==> config.mk <==
export PLATFORM = sky130hd
export DESIGN_NAME = sata_rx_prim_dec_flat
export DESIGN_NICKNAME = d
export VERILOG_FILES = /design/src/rtl/sata_prim_pkg.sv /design/src/rtl/sata_rx_prim_dec_if.sv /design/src/rtl/sata_prim_lookup.sv /design/src/rtl/sata_rx_prim_dec.sv /design/src/flat_wrapper.sv
export SDC_FILE = /design/constraint.sdc
export NUM_CORES = 1
export LEC_CHECK = 0
export CORE_MARGIN = 4
export CORE_UTILIZATION = 40
export CTS_CLUSTER_DIAMETER = 50
export CTS_CLUSTER_SIZE = 30
export DETAILED_ROUTE_END_ITERATION = 10
export GPL_ROUTABILITY_DRIVEN = 0
export GPL_TIMING_DRIVEN = 0
export MAX_ROUTING_LAYER = met4
export PLACE_DENSITY = 0.68
export SYNTH_ARGS = -nofsm -noshare
export SYNTH_HDL_FRONTEND = slang
export SYNTH_SLANG_ARGS = --single-unit
==> constraint.sdc <==
create_clock -name clk_75m -period 4.4 [get_ports clk_75m]
set_input_delay 0.44 -clock clk_75m [delete_from_list [all_inputs] [get_ports clk_75m]]
set_output_delay 0.44 -clock clk_75m [all_outputs]
set_load 0.03 [all_outputs]
==> src/rtl/sata_prim_pkg.sv <==
// Shared SATA primitive definitions: dword constants, prim_code values and
// receive-decoder state encodings. The TX primitive generator uses the same package.
package sata_prim_pkg;

    localparam logic [31:0] DW_ALIGN   = 32'h7B4A_4ABC;
    localparam logic [31:0] DW_SYNC    = 32'hB5B5_957C;
    localparam logic [31:0] DW_X_RDY   = 32'h5757_B57C;
    localparam logic [31:0] DW_R_RDY   = 32'h4A4A_957C;
    localparam logic [31:0] DW_SOF     = 32'h3737_B57C;
    localparam logic [31:0] DW_EOF     = 32'hD5D5_B57C;
    localparam logic [31:0] DW_HOLD    = 32'hD5D5_AA7C;
    localparam logic [31:0] DW_HOLDA   = 32'h9595_AA7C;
    localparam logic [31:0] DW_CONT    = 32'h9999_AA7C;
    localparam logic [31:0] DW_R_IP    = 32'h5555_B57C;
    localparam logic [31:0] DW_R_OK    = 32'h3535_B57C;
    localparam logic [31:0] DW_R_ERR   = 32'h5656_B57C;
    localparam logic [31:0] DW_WTRM    = 32'h5858_B57C;
    localparam logic [31:0] DW_DMAT    = 32'h3636_B57C;
    localparam logic [31:0] DW_PMREQ_P = 32'h1717_B57C;
    localparam logic [31:0] DW_PMREQ_S = 32'h7575_957C;
    localparam logic [31:0] DW_PMACK   = 32'h9595_957C;
    localparam logic [31:0] DW_PMNAK   = 32'hF5F5_957C;

    typedef enum logic [4:0] {
        PRIM_NONE    = 5'd0,
        PRIM_ALIGN   = 5'd1,
        PRIM_SYNC    = 5'd2,
        PRIM_X_RDY   = 5'd3,
        PRIM_R_RDY   = 5'd4,
        PRIM_SOF     = 5'd5,
        PRIM_EOF     = 5'd6,
        PRIM_HOLD    = 5'd7,
        PRIM_HOLDA   = 5'd8,
        PRIM_CONT    = 5'd9,
        PRIM_R_IP    = 5'd10,
        PRIM_R_OK    = 5'd11,
        PRIM_R_ERR   = 5'd12,
        PRIM_WTRM    = 5'd13,
        PRIM_DMAT    = 5'd14,
        PRIM_PMREQ_P = 5'd15,
        PRIM_PMREQ_S = 5'd16,
        PRIM_PMACK   = 5'd17,
        PRIM_PMNAK   = 5'd18,
        PRIM_UNKNOWN = 5'd31
    } prim_code_e;

    typedef enum logic [1:0] {
        ST_LINK_DOWN   = 2'd0,
        ST_NORMAL      = 2'd1,
        ST_CONT_ACTIVE = 2'd2
    } dec_state_e;

    // Primitives a CONT may stand in for; framing markers and unknowns may not.
    function automatic logic prim_repeatable(input prim_code_e c);
        case (c)
            PRIM_SYNC, PRIM_X_RDY, PRIM_R_RDY, PRIM_HOLD, PRIM_HOLDA,
            PRIM_R_IP, PRIM_R_OK, PRIM_R_ERR, PRIM_WTRM, PRIM_DMAT,
            PRIM_PMREQ_P, PRIM_PMREQ_S, PRIM_PMACK, PRIM_PMNAK: return 1'b1;
            default: return 1'b0;
        endcase
    endfunction

endpackage

==> src/rtl/sata_rx_prim_dec_if.sv <==
// Phy-side receive bus into the primitive decoder and its decoded outputs.
interface sata_rx_prim_dec_if
    import sata_prim_pkg::*;
#(
    parameter int C_ERRCNT_W = 16
);
    logic [31:0]           rxdata;
    logic                  rxdatak;
    logic                  link_up;
    logic                  prim_valid;
    prim_code_e            prim_code;
    logic                  data_valid;
    logic [31:0]           data_out;
    logic                  in_frame;
    logic                  dec_err;
    logic [C_ERRCNT_W-1:0] err_cnt;

    modport master (
        output rxdata, rxdatak, link_up,
        input  prim_valid, prim_code, data_valid, data_out, in_frame, dec_err, err_cnt
    );

    modport slave (
        input  rxdata, rxdatak, link_up,
        output prim_valid, prim_code, data_valid, data_out, in_frame, dec_err, err_cnt
    );
endinterface

==> src/rtl/sata_prim_lookup.sv <==
// Combinational dword-to-primitive lookup; non-K dwords map to PRIM_NONE.
module sata_prim_lookup
    import sata_prim_pkg::*;
(
    input  logic [31:0] i_dword,
    input  logic        i_k,
    output prim_code_e  o_code
);

    always_comb begin
        o_code = PRIM_NONE;
        if (i_k) begin
            case (i_dword)
                DW_ALIGN:   o_code = PRIM_ALIGN;
                DW_SYNC:    o_code = PRIM_SYNC;
                DW_X_RDY:   o_code = PRIM_X_RDY;
                DW_R_RDY:   o_code = PRIM_R_RDY;
                DW_SOF:     o_code = PRIM_SOF;
                DW_EOF:     o_code = PRIM_EOF;
                DW_HOLD:    o_code = PRIM_HOLD;
                DW_HOLDA:   o_code = PRIM_HOLDA;
                DW_CONT:    o_code = PRIM_CONT;
                DW_R_IP:    o_code = PRIM_R_IP;
                DW_R_OK:    o_code = PRIM_R_OK;
                DW_R_ERR:   o_code = PRIM_R_ERR;
                DW_WTRM:    o_code = PRIM_WTRM;
                DW_DMAT:    o_code = PRIM_DMAT;
                DW_PMREQ_P: o_code = PRIM_PMREQ_P;
                DW_PMREQ_S: o_code = PRIM_PMREQ_S;
                DW_PMACK:   o_code = PRIM_PMACK;
                DW_PMNAK:   o_code = PRIM_PMNAK;
                default:    o_code = PRIM_UNKNOWN;
            endcase
        end
    end

endmodule

==> src/rtl/sata_rx_prim_dec.sv <==
// SATA receive primitive decoder: CONT expansion, frame tracking, error counting.
//   state          | meaning
//   ST_LINK_DOWN   | link not up, outputs held at zero
//   ST_NORMAL      | primitives reported as received, frame payload passed
//   ST_CONT_ACTIVE | last primitive repeated every cycle, scrambled filler ignored
module sata_rx_prim_dec
    import sata_prim_pkg::*;
#(
    parameter int C_ERRCNT_W = 16
)(
    input logic              clk_75m,
    input logic              host_rst_n,
    sata_rx_prim_dec_if.slave rx
);

    prim_code_e            w_code;
    logic                  w_is_prim;
    dec_state_e            r_state, w_state_nxt;
    prim_code_e            r_last_prim, w_last_nxt;
    prim_code_e            r_prim_code, w_prim_code_nxt;
    logic                  r_in_frame, w_in_frame_nxt;
    logic                  r_prim_valid, w_prim_valid_nxt;
    logic                  r_data_valid, w_data_valid_nxt;
    logic                  r_dec_err, w_dec_err_nxt;
    logic [31:0]           r_data_out, w_data_out_nxt;
    logic [C_ERRCNT_W-1:0] r_err_cnt;

    sata_prim_lookup u_lookup (
        .i_dword (rx.rxdata),
        .i_k     (rx.rxdatak),
        .o_code  (w_code)
    );

    assign w_is_prim = (w_code != PRIM_NONE) && (w_code != PRIM_ALIGN) && (w_code != PRIM_CONT);

    always_comb begin
        w_state_nxt      = r_state;
        w_last_nxt       = r_last_prim;
        w_in_frame_nxt   = r_in_frame;
        w_prim_valid_nxt = 1'b0;
        w_prim_code_nxt  = PRIM_NONE;
        w_data_valid_nxt = 1'b0;
        w_data_out_nxt   = '0;
        w_dec_err_nxt    = 1'b0;
        if (!rx.link_up) begin
            w_state_nxt    = ST_LINK_DOWN;
            w_in_frame_nxt = 1'b0;
            w_last_nxt     = PRIM_NONE;
        end else begin
            case (r_state)
                ST_LINK_DOWN: w_state_nxt = ST_NORMAL;
                ST_NORMAL, ST_CONT_ACTIVE: begin
                    if (w_is_prim) begin
                        w_state_nxt      = ST_NORMAL;
                        w_prim_valid_nxt = 1'b1;
                        w_prim_code_nxt  = w_code;
                        w_last_nxt       = w_code;
                        case (w_code)
                            PRIM_SOF: begin
                                w_in_frame_nxt = 1'b1;
                                w_dec_err_nxt  = r_in_frame;
                            end
                            PRIM_EOF, PRIM_WTRM, PRIM_SYNC: w_in_frame_nxt = 1'b0;
                            PRIM_UNKNOWN: w_dec_err_nxt = 1'b1;
                            default: ;
                        endcase
                    end else if (r_state == ST_CONT_ACTIVE) begin
                        if (w_code != PRIM_ALIGN) begin
                            w_prim_valid_nxt = 1'b1;
                            w_prim_code_nxt  = r_last_prim;
                        end
                    end else if (w_code == PRIM_CONT) begin
                        if (prim_repeatable(r_last_prim)) begin
                            w_state_nxt      = ST_CONT_ACTIVE;
                            w_prim_valid_nxt = 1'b1;
                            w_prim_code_nxt  = r_last_prim;
                        end else begin
                            w_dec_err_nxt = 1'b1;
                        end
                    end else if (w_code == PRIM_NONE) begin
                        if (r_in_frame) begin
                            w_data_valid_nxt = 1'b1;
                            w_data_out_nxt   = rx.rxdata;
                        end else begin
                            w_dec_err_nxt = 1'b1;
                        end
                    end
                end
                default: w_state_nxt = ST_LINK_DOWN;
            endcase
        end
    end

    always_ff @(posedge clk_75m) begin
        if (!host_rst_n) begin
            r_state      <= ST_LINK_DOWN;
            r_last_prim  <= PRIM_NONE;
            r_prim_code  <= PRIM_NONE;
            r_in_frame   <= 1'b0;
            r_prim_valid <= 1'b0;
            r_data_valid <= 1'b0;
            r_dec_err    <= 1'b0;
            r_data_out   <= '0;
            r_err_cnt    <= '0;
        end else begin
            r_state      <= w_state_nxt;
            r_last_prim  <= w_last_nxt;
            r_prim_code  <= w_prim_code_nxt;
            r_in_frame   <= w_in_frame_nxt;
            r_prim_valid <= w_prim_valid_nxt;
            r_data_valid <= w_data_valid_nxt;
            r_dec_err    <= w_dec_err_nxt;
            r_data_out   <= w_data_out_nxt;
            if (w_dec_err_nxt && (r_err_cnt != '1))
                r_err_cnt <= r_err_cnt + {{(C_ERRCNT_W-1){1'b0}}, 1'b1};
        end
    end

    assign rx.prim_valid = r_prim_valid;
    assign rx.prim_code  = r_prim_code;
    assign rx.data_valid = r_data_valid;
    assign rx.data_out   = r_data_out;
    assign rx.in_frame   = r_in_frame;
    assign rx.dec_err    = r_dec_err;
    assign rx.err_cnt    = r_err_cnt;

endmodule

==> src/flat_wrapper.sv <==
// flat-port wrapper written by rule: the top's interface ports become plain ports
module sata_rx_prim_dec_flat import sata_prim_pkg::*;
#(
    parameter int C_ERRCNT_W = 16
)
  (clk_75m, host_rst_n, rx_rxdata, rx_rxdatak, rx_link_up, rx_prim_valid, rx_prim_code, rx_data_valid, rx_data_out, rx_in_frame, rx_dec_err, rx_err_cnt);
  sata_rx_prim_dec_if #(.C_ERRCNT_W(C_ERRCNT_W)) rx_i ();
  input logic clk_75m;
  input logic host_rst_n;
  input wire logic [$bits(rx_i.rxdata)-1:0] rx_rxdata;
  input wire logic [$bits(rx_i.rxdatak)-1:0] rx_rxdatak;
  input wire logic [$bits(rx_i.link_up)-1:0] rx_link_up;
  output wire logic [$bits(rx_i.prim_valid)-1:0] rx_prim_valid;
  output wire logic [$bits(rx_i.prim_code)-1:0] rx_prim_code;
  output wire logic [$bits(rx_i.data_valid)-1:0] rx_data_valid;
  output wire logic [$bits(rx_i.data_out)-1:0] rx_data_out;
  output wire logic [$bits(rx_i.in_frame)-1:0] rx_in_frame;
  output wire logic [$bits(rx_i.dec_err)-1:0] rx_dec_err;
  output wire logic [$bits(rx_i.err_cnt)-1:0] rx_err_cnt;
  assign rx_i.rxdata = rx_rxdata;
  assign rx_i.rxdatak = rx_rxdatak;
  assign rx_i.link_up = rx_link_up;
  assign rx_prim_valid = rx_i.prim_valid;
  assign rx_prim_code = rx_i.prim_code;
  assign rx_data_valid = rx_i.data_valid;
  assign rx_data_out = rx_i.data_out;
  assign rx_in_frame = rx_i.in_frame;
  assign rx_dec_err = rx_i.dec_err;
  assign rx_err_cnt = rx_i.err_cnt;
  sata_rx_prim_dec #(.C_ERRCNT_W(C_ERRCNT_W)) u_core (.clk_75m(clk_75m), .host_rst_n(host_rst_n), .rx(rx_i));
endmodule
Word-level counts from Yosys, hierarchy flattened

Memories as Yosys holds them, arrays and structs flattened. A register that Yosys moved wholly into a read port is not among the register bits.
Cells that the tools add are included.

Bits in registers: 64
Memories kept: 1
Word-level logic and storage cells: 99
Bits in read-only memories: 32
Input port bits: 36

Memories:

| memory          | words | bits a word | rd ports | clocked after memory_dff | wr ports | RTL line            | text |
|---|---|---|---|---|---|---|---|
| (no name shown) | 32    | 1           | 1        | 1                        | 0        | sata_prim_pkg.sv:55 | `case (c)` |

Reductions and logical operators: 16
$add $sub $neg: 1
Equal/unequal tests: 32
Bitwise gates (word level): 5
Muxes and demuxes: 35

Operators by type and width:

| kind                                                   | count |
|---|---|
| == test 32 x 31 -> 1 bit (second input constant)       | 7 |
| == test 32 bit (second input constant)                 | 7 |
| == test 32 x 30 -> 1 bit (second input constant)       | 3 |
| one-hot mux 5 bit (18 select lines)                    | 1 |
| two-way mux 5 bit                                      | 8 |
| == test 32 x 29 -> 1 bit (second input constant)       | 1 |
| two-way mux 1 bit                                      | 19 |
| adder 16 x 1 -> 16 bit (second input constant)         | 1 |
| inequality test 16 bit (second input constant)         | 1 |
| == test 5 x 3 -> 1 bit (second input constant)         | 2 |
| == test 5 x 4 -> 1 bit (second input constant)         | 2 |
| AND reduction 3 bit                                    | 3 |
| two-way mux 2 bit                                      | 4 |
| OR reduction 8 bit                                     | 1 |
| OR reduction 7 bit                                     | 1 |
| inequality test 3 x 1 -> 1 bit (second input constant) | 2 |
| == test 5 x 2 -> 1 bit (second input constant)         | 1 |
| == test 5 bit (second input constant)                  | 1 |
| zero test 5 bit                                        | 1 |
| inequality test 5 x 1 -> 1 bit (second input constant) | 1 |
| inequality test 5 x 4 -> 1 bit (second input constant) | 1 |
| inverter 1 bit                                         | 5 |
| nonzero test 5 bit                                     | 1 |
| one-hot mux 1 bit (2 select lines)                     | 2 |
| 10 further kinds                                       | 13 |

Depth between registers and ports, before layout

Gate-level depths: netlist of run 1.

Depth in word-level cells: 16
Depth in mapped cells: 14
Depth with buffers taken out: 12

By module

A second synthesis of run 1 with hierarchy kept.

Cell total of the unflattened synthesis: 372
Area, all modules: 3314.4 µm²

By module, submodules not included:

| module           | area each (µm²) | cells each | times used | sequential area each (µm²) |
|---|---|---|---|---|
| sata_rx_prim_dec | 2673.8          | 284        | 1          | 1301.2 |
| sata_prim_lookup | 640.6           | 88         | 1          | 0.0 |

Worst setup path before layout of run 1

OpenSTA, ideal clock, no wires.

Path type: input port to flip-flop
Start point: input rx_rxdata[0]
End point: register (tool-made name)
Data required time: 4.276 ns
Arrival: 3.217 ns
Setup time: 0.124 ns
Path slack: 1.059 ns
Cell stages on the path: 12
Buffers on the path: 1
Cell sequence: nand4bb_4 or4_4 buf_6 nor4_4 nor4_2 o311a_1 a211oi_1 inv_1 ha_1 and3_1 mux2i_1 o211ai_2

RTL lines:

| item               | RTL line           | text |
|---|---|---|
| start: declaration | flat_wrapper.sv:10 | `input wire logic [$bits(rx_i.rxdata)-1:0] rx_rxdata;` |

==> impl_metrics.toml, run 1 <==
[power]
switchingPower_mw = 0.294
seq_power_share = 0.447
p_sw_frac = 0.221
total_power_mw = 1.33
p_int_mw = 1.04
power-per-cell-area_nw_per_um2 = 282
p_leak_nw = 1.64
clock_power_share = 0.474
comb_power_share = 0.079
vdd_drop_max_mv = 0.190

[synthesis]
synth_nets = 429
ys.warnings.count = 0
yosys-top-cells-count = "dfxtp_1 (65), and2_1 (40), nand2_1 (23), a21oi_1 (20), nor2_1 (19)"
synth_most_common_cell = "dfxtp_1"
ys_ff_latch = 65
synth_cells = 386
yosysSeqAreaShare = 0.380
synth_top_area_cell = "dfxtp_1"
synth.top_cell.area_share = 0.380
synth_cell_types = 71
syn_avg_cell_area_um2 = 8.87
ys_top_cells_by_area = "dfxtp_1 (38%), and2_1 (7.3%), nand4_1 (3.3%)"
synthesis.area_um2 = 3420
async_flop_share = 0
synth_ff_type = "dfxtp_1"
synth_edf_count = 0

[timing]
setup-violations-final = 0
min_period_ns = 3.99
min_period_over_period = 0.907
tns_ns = 0
fin_skew_ns = 0.00784
fmax_ghz = 0.251
relSlewSlack = 0.419
final-max-slew-violation-count = 0
tightest_slew_ns = 0.859
grt_setup_unrepaired = "no"
hold_viol_final = 0

[die]
num_rows = 33
design.die.area_um2 = 10100
num_io_pins = 93
start_util = 0.415
die_height_um = 101
core_um2 = 8260
die_w_um = 101

[setup_path]
cp_num_buf_inv = 3
path_max_fanout = 10
required_ns = 4.63
cpMostUsedCell = "nand4_1"
max_stage_delay_ns = 0.55
critPathKind = "input port to flop"
cp-start-kind = "input port"
slowest_stage = "clkdlybuf4s50_1"
crit_chain = "clkdlybuf4s50_1 > and4bb_2 > buf_2 > nand4_1 > nor3_1 > nor4_1 > nand4_1 > o311a_1 > a211oi_1 > inv_1 > ha_1 > and3_1 > mux2i_1 > o211ai_2"
endpoint_kind = "flop"
arrival_ns = 4.22
path_delay_family = "simple AND/OR/NAND/NOR gates"

[min_path]
min_path_type = "flop to flop"

[routing]
vias_per_cell = 5.53
drtPass1Iterations = 7
wl_met3_um = 641
drtIter0Drc = 186
wl_per_cell_um = 15.1
route.final.wire_length_um = 9060
routed.top_layer = "met4"
drc = 0
num_vias = 3309
wl_met2_um = 4000
m1WireLength_um = 4210
ant_nets = 0

[cells_and_area]
diodes = 0
finalNonFillerCells = 598
fin_util = 0.572
drive_above_1_share = 0.0953
fin_nets = 531
nFillCells = 754
area_growth_pct = 37.8

[clock_network]
hold_buffers = 0
postCtsResizedCells = 0
htreeDepth = 3
numCtsBuffers = 9
clk_latency_ns = 0.34
clock_path_buffers = 2
root_buffer = "clkbuf_8"
clk_pin_slew_worst_paths_ns = 0.07
post_cts_buffers = 0
clock-sinks = 65
cts_tree = "yes"

[global_routing]
overflow = 0
grt_pass1_vias = 3123
grt_start_max_net_pins = 13
grt.total_usage = 0.188
antenna_found_initial = 0
grt_pass1_wl_um = 15000

[placement]
dp_hpwl_um = 6920
dp.cells = 582
place.port_buffers = 91

[job]
drv_cap = 0

[outcome]
status = "finished clean"
-- tightest hold or removal path: stages, from the launching register on --
cell     delay [ns]
dfxtp_1        0.30
inv_1          0.06
o22ai_1        0.07
-- area by class of cell --
cell class / count / area [um2] / share of cell area
repair buffers: 91 / 911 / 0.193
multi-input cells: 290 / 1980 / 0.420
clock buffers: 10 / 138 / 0.0292
flip-flops and latches: 65 / 1300 / 0.276
clock inverters: 6 / 115 / 0.0244
inverters: 13 / 48.8 / 0.0103
plain buffers: 18 / 91.3 / 0.0194
well taps: 105 / 131 / 0.0278
-- metrics by stage --
stage,cell area [um2],hold WS (ns),setup slack (ns)
4_1_cts,4720,0.473,0.478
5_1_grt,4720,0.517,0.0994
2_1_floorplan,3420,0.435,1.06
6_report,4720,0.476,0.410
3_5_place_dp,4470,0.466,0.114
3_3_place_gp,4470,0.463,0.210
-- cell families (layout without fill, tap and decap cells) --
| family | count (synthesis) | in the layout | synth area share |
|---|---|---|---|
| compound gates | 86 | 86 | 0.182 |
| xor+xnor | 3 | 3 | 0.00767 |
| fa+ha+maj | 7 | 7 | 0.0256 |
| buf+inv | 31 | 138 | 0.0409 |
| flops | 65 | 65 | 0.380 |
| mux | 3 | 3 | 0.00877 |
| simple gates | 191 | 191 | 0.355 |
-- power groups by stage --
| stage | combinational, mW | clock (mW) | sequential, mW |
|---|---|---|---|
| 2_1_floorplan | 0.0445 | 0 | 0.611 |
| 3_3_place_gp | 0.102 | 0 | 0.608 |
| 3_5_place_dp | 0.104 | 0 | 0.608 |
| 4_1_cts | 0.105 | 0.648 | 0.594 |
| 5_1_grt | 0.115 | 0.671 | 0.595 |
| 6_report | 0.105 | 0.631 | 0.594 |
-- sequential cells by signal, summed over array words and instances (netlist names), named ones only --
| register | flops |
|---|---|
| u_core.rx.data_out | 32 |
| u_core.rx.err_cnt | 16 |
| u_core.r_last_prim | 5 |
| u_core.rx.prim_code | 5 |
| u_core.r_state | 2 |
| u_core.rx.data_valid | 1 |
| u_core.rx.dec_err | 1 |
| u_core.rx.in_frame | 1 |
| u_core.rx.prim_valid | 1 |
-- layer usage --
layer,vias up,GRT usage
li1,1653,-
met1,1509,0.246
met2,129,0.288
met3,18,0.0339
met4,0,0.0756
met5,-,-
-- path summary, 6_finish.rpt --
check                                           from                                end  slack, ns  cells after the start
hold / removal    u_core.r_last_prim[4]$_SDFFE_PN0N_  u_core.rx.prim_code[4]$_SDFF_PN0_       0.48                      2
setup / recovery                       rx_rxdata[29]                               flop       0.41                     14
setup reg to reg      u_core.r_state[1]$_SDFFE_PN0P_                               flop       1.59                     11
hold reg to reg   u_core.r_last_prim[4]$_SDFFE_PN0N_  u_core.rx.prim_code[4]$_SDFF_PN0_       0.48                      2
-- layout by cell type (no fill, tap or decap), types with 3 or more instances in the layout --
| cell type | count |
|---|---|
| nor3_1 | 11 |
| and3_1 | 6 |
| clkbuf_8 | 10 |
| nor4bb_1 | 3 |
| nor4_1 | 11 |
| buf_2 | 4 |
| o21a_1 | 3 |
| nand4b_1 | 3 |
| nand2b_1 | 4 |
| bufinv_16 | 3 |
| or3_1 | 9 |
| o22ai_1 | 3 |
| and2_1 | 40 |
| o211ai_1 | 4 |
| o31a_1 | 3 |
| ha_1 | 7 |
| and4_1 | 3 |
| nand3_1 | 11 |
| or4_1 | 5 |
| and4bb_2 | 5 |
| a21oi_1 | 20 |
| clkdlybuf4s50_1 | 91 |
| o31ai_1 | 4 |
| nor4b_1 | 3 |
| clkbuf_1 | 11 |
| inv_1 | 13 |
| mux2i_1 | 3 |
| dfxtp_1 | 65 |
| o21ai_0 | 15 |
| nor2_1 | 19 |
| a31oi_1 | 3 |
| nand4_1 | 18 |
| nand2_1 | 23 |
No activity file was read; power rests on OpenSTA's default activity.
==> inputs of run 2 (changes only) <==
Settings changed: SKIP_LAST_GASP from default to 1.
Clock period 4.4 ns to 4.1 ns, I/O delays scaled along.
==> impl_metrics.toml, run 2 (synthesis gave the netlist of run 1 again) <==
[global_routing]
grt_start_max_net_pins = 13
grt_pass1_vias = 3123
overflow = 0
grt.total_usage = 0.188
grt_pass1_wl_um = 15000
antenna_found_initial = 0

[setup_path]
cp-start-kind = "input port"
cp_num_cells = 15
cp_num_buf_inv = 3
crit_chain = "clkdlybuf4s50_1 > nand4bb_4 > or4_1 > buf_2 > nor3_1 > nor3_1 > nand4_1 > buf_4 > nand4b_1 > nand3_1 > a21oi_1 > ha_1 > and3_1 > mux2i_1 > o211ai_2"
slowest_stage = "nor3_1"
path_delay_family = "simple AND/OR/NAND/NOR gates"
r2r_start = "u_core.r_state[1]$_SDFFE_PN0P_"
required_ns = 4.33
arrival_ns = 4.04
endpoint_kind = "flop"
max_stage_delay_ns = 0.60
r2r_cells = 11
crit_start = "rx_rxdata[0]"
critPathKind = "input port to flop"
path_max_fanout = 8
cpMostUsedCell = "nor3_1"

[power]
p_leak_nw = 1.64
switchingPower_mw = 0.317
total_power_mw = 1.43
p_sw_frac = 0.222
vdd_drop_max_mv = 0.203
power-per-cell-area_nw_per_um2 = 302
clock_power_share = 0.474
comb_power_share = 0.080
seq_power_share = 0.446
p_int_mw = 1.11

[die]
die_w_um = 101
core_um2 = 8260
design.die.area_um2 = 10100
die_height_um = 101
num_io_pins = 93
num_rows = 33
start_util = 0.415

[routing]
drtPass1Iterations = 5
ant_nets = 0
num_vias = 3332
vias_per_cell = 5.56
route.final.wire_length_um = 9090
drc = 0
drtIter0Drc = 197
wl_per_cell_um = 15.2

[timing]
fmax_ghz = 0.262
relSlewSlack = 0.419
hold_viol_final = 0
hold_ws_ns = 0.477
grt_setup_unrepaired = "no"
tightest_slew_ns = 0.859
fin_skew_ns = 0.00780
min_period_ns = 3.81
min_period_over_period = 0.930
setup-violations-final = 0
final-max-slew-violation-count = 0

[cells_and_area]
area_growth_pct = 38.5
drive_above_1_share = 0.0992
final_common_cell = "clkdlybuf4s50_1"
most-common-layout-cells = "clkdlybuf4s50_1 (91), dfxtp_1 (65), and2_1 (40)"
largest_reg_flops = 32
fin_nets = 532
diodes = 0

[placement]
place.port_buffers = 91
dp_hpwl_um = 6920

[job]
drv_cap = 0

[clock_network]
clk_latency_ns = 0.34
clk_pin_slew_worst_paths_ns = 0.07
clock-sinks = 65
htreeDepth = 3
cts_tree = "yes"
hold_buffers = 0
clock_path_buffers = 2
numCtsBuffers = 9
root_buffer = "clkbuf_8"

[min_path]
hold_depth = 2
min_path_type = "flop to flop"
hold_path.startpoint = "u_core.r_last_prim[4]$_SDFFE_PN0N_"

[outcome]
status = "finished clean"
==> run 2: final timing paths <==
kind | slack (ns) | endpoint
min reg2reg | 0.48 | u_core.rx.prim_code[4]$_SDFF_PN0_
max reg2reg | 1.29 | flop
min | 0.48 | u_core.rx.prim_code[4]$_SDFF_PN0_
max | 0.29 | flop
==> run 2: layout make-up <==
class | count | area (um2)
buffer | 18 | 91.3
multi-input combinational | 290 | 2000
sequential | 65 | 1300
tap | 105 | 131
fill | 752 | 3520
clock buffer | 10 | 138
inverter | 13 | 48.8
timing repair buffer | 92 | 918
clock inverter | 6 | 115
==> run 2: power groups by stage <==
| stage | Clock [mW] | Combinational, mW | Sequential (mW) |
|---|---|---|---|
| floorplan | 0 | 0.0478 | 0.656 |
| global placement | 0 | 0.110 | 0.653 |
| detailed placement | 0 | 0.111 | 0.653 |
| CTS | 0.695 | 0.112 | 0.638 |
| global route | 0.720 | 0.125 | 0.639 |
| finish | 0.678 | 0.114 | 0.638 |
==> run 2: routing by layer <==
metal	wire length (um)	up-vias	track usage
li1	-	1660	-
met1	4150	1516	0.246
met2	4050	139	0.288
met3	694	17	0.0339
met4	197	0	0.0756
met5	0	-	-
==> run 2: worst min-delay path, cell delays in order, from the launching register on <==
cell	delay [ns]
dfxtp_1	0.30
inv_1	0.06
o22ai_1	0.07
==> run 2: repair_timing <==
item	CTS	global route
setup buffers	0	1
endpoints found under the setup margin	0	1
resized for setup	0	2
==> run 2: per-stage QoR <==
stage	TNS (ns)	util	cell area, um2	std cells	setup WS [ns]
CTS	0	0.572	4720	598	0.208
global placement	-0.0599	0.541	4470	582	-0.0599
floorplan	0	-	3420	386	0.789
global route	0	0.574	4740	599	0.0626
finish	0	0.574	4740	599	0.288
detailed placement	-0.156	0.541	4470	582	-0.156
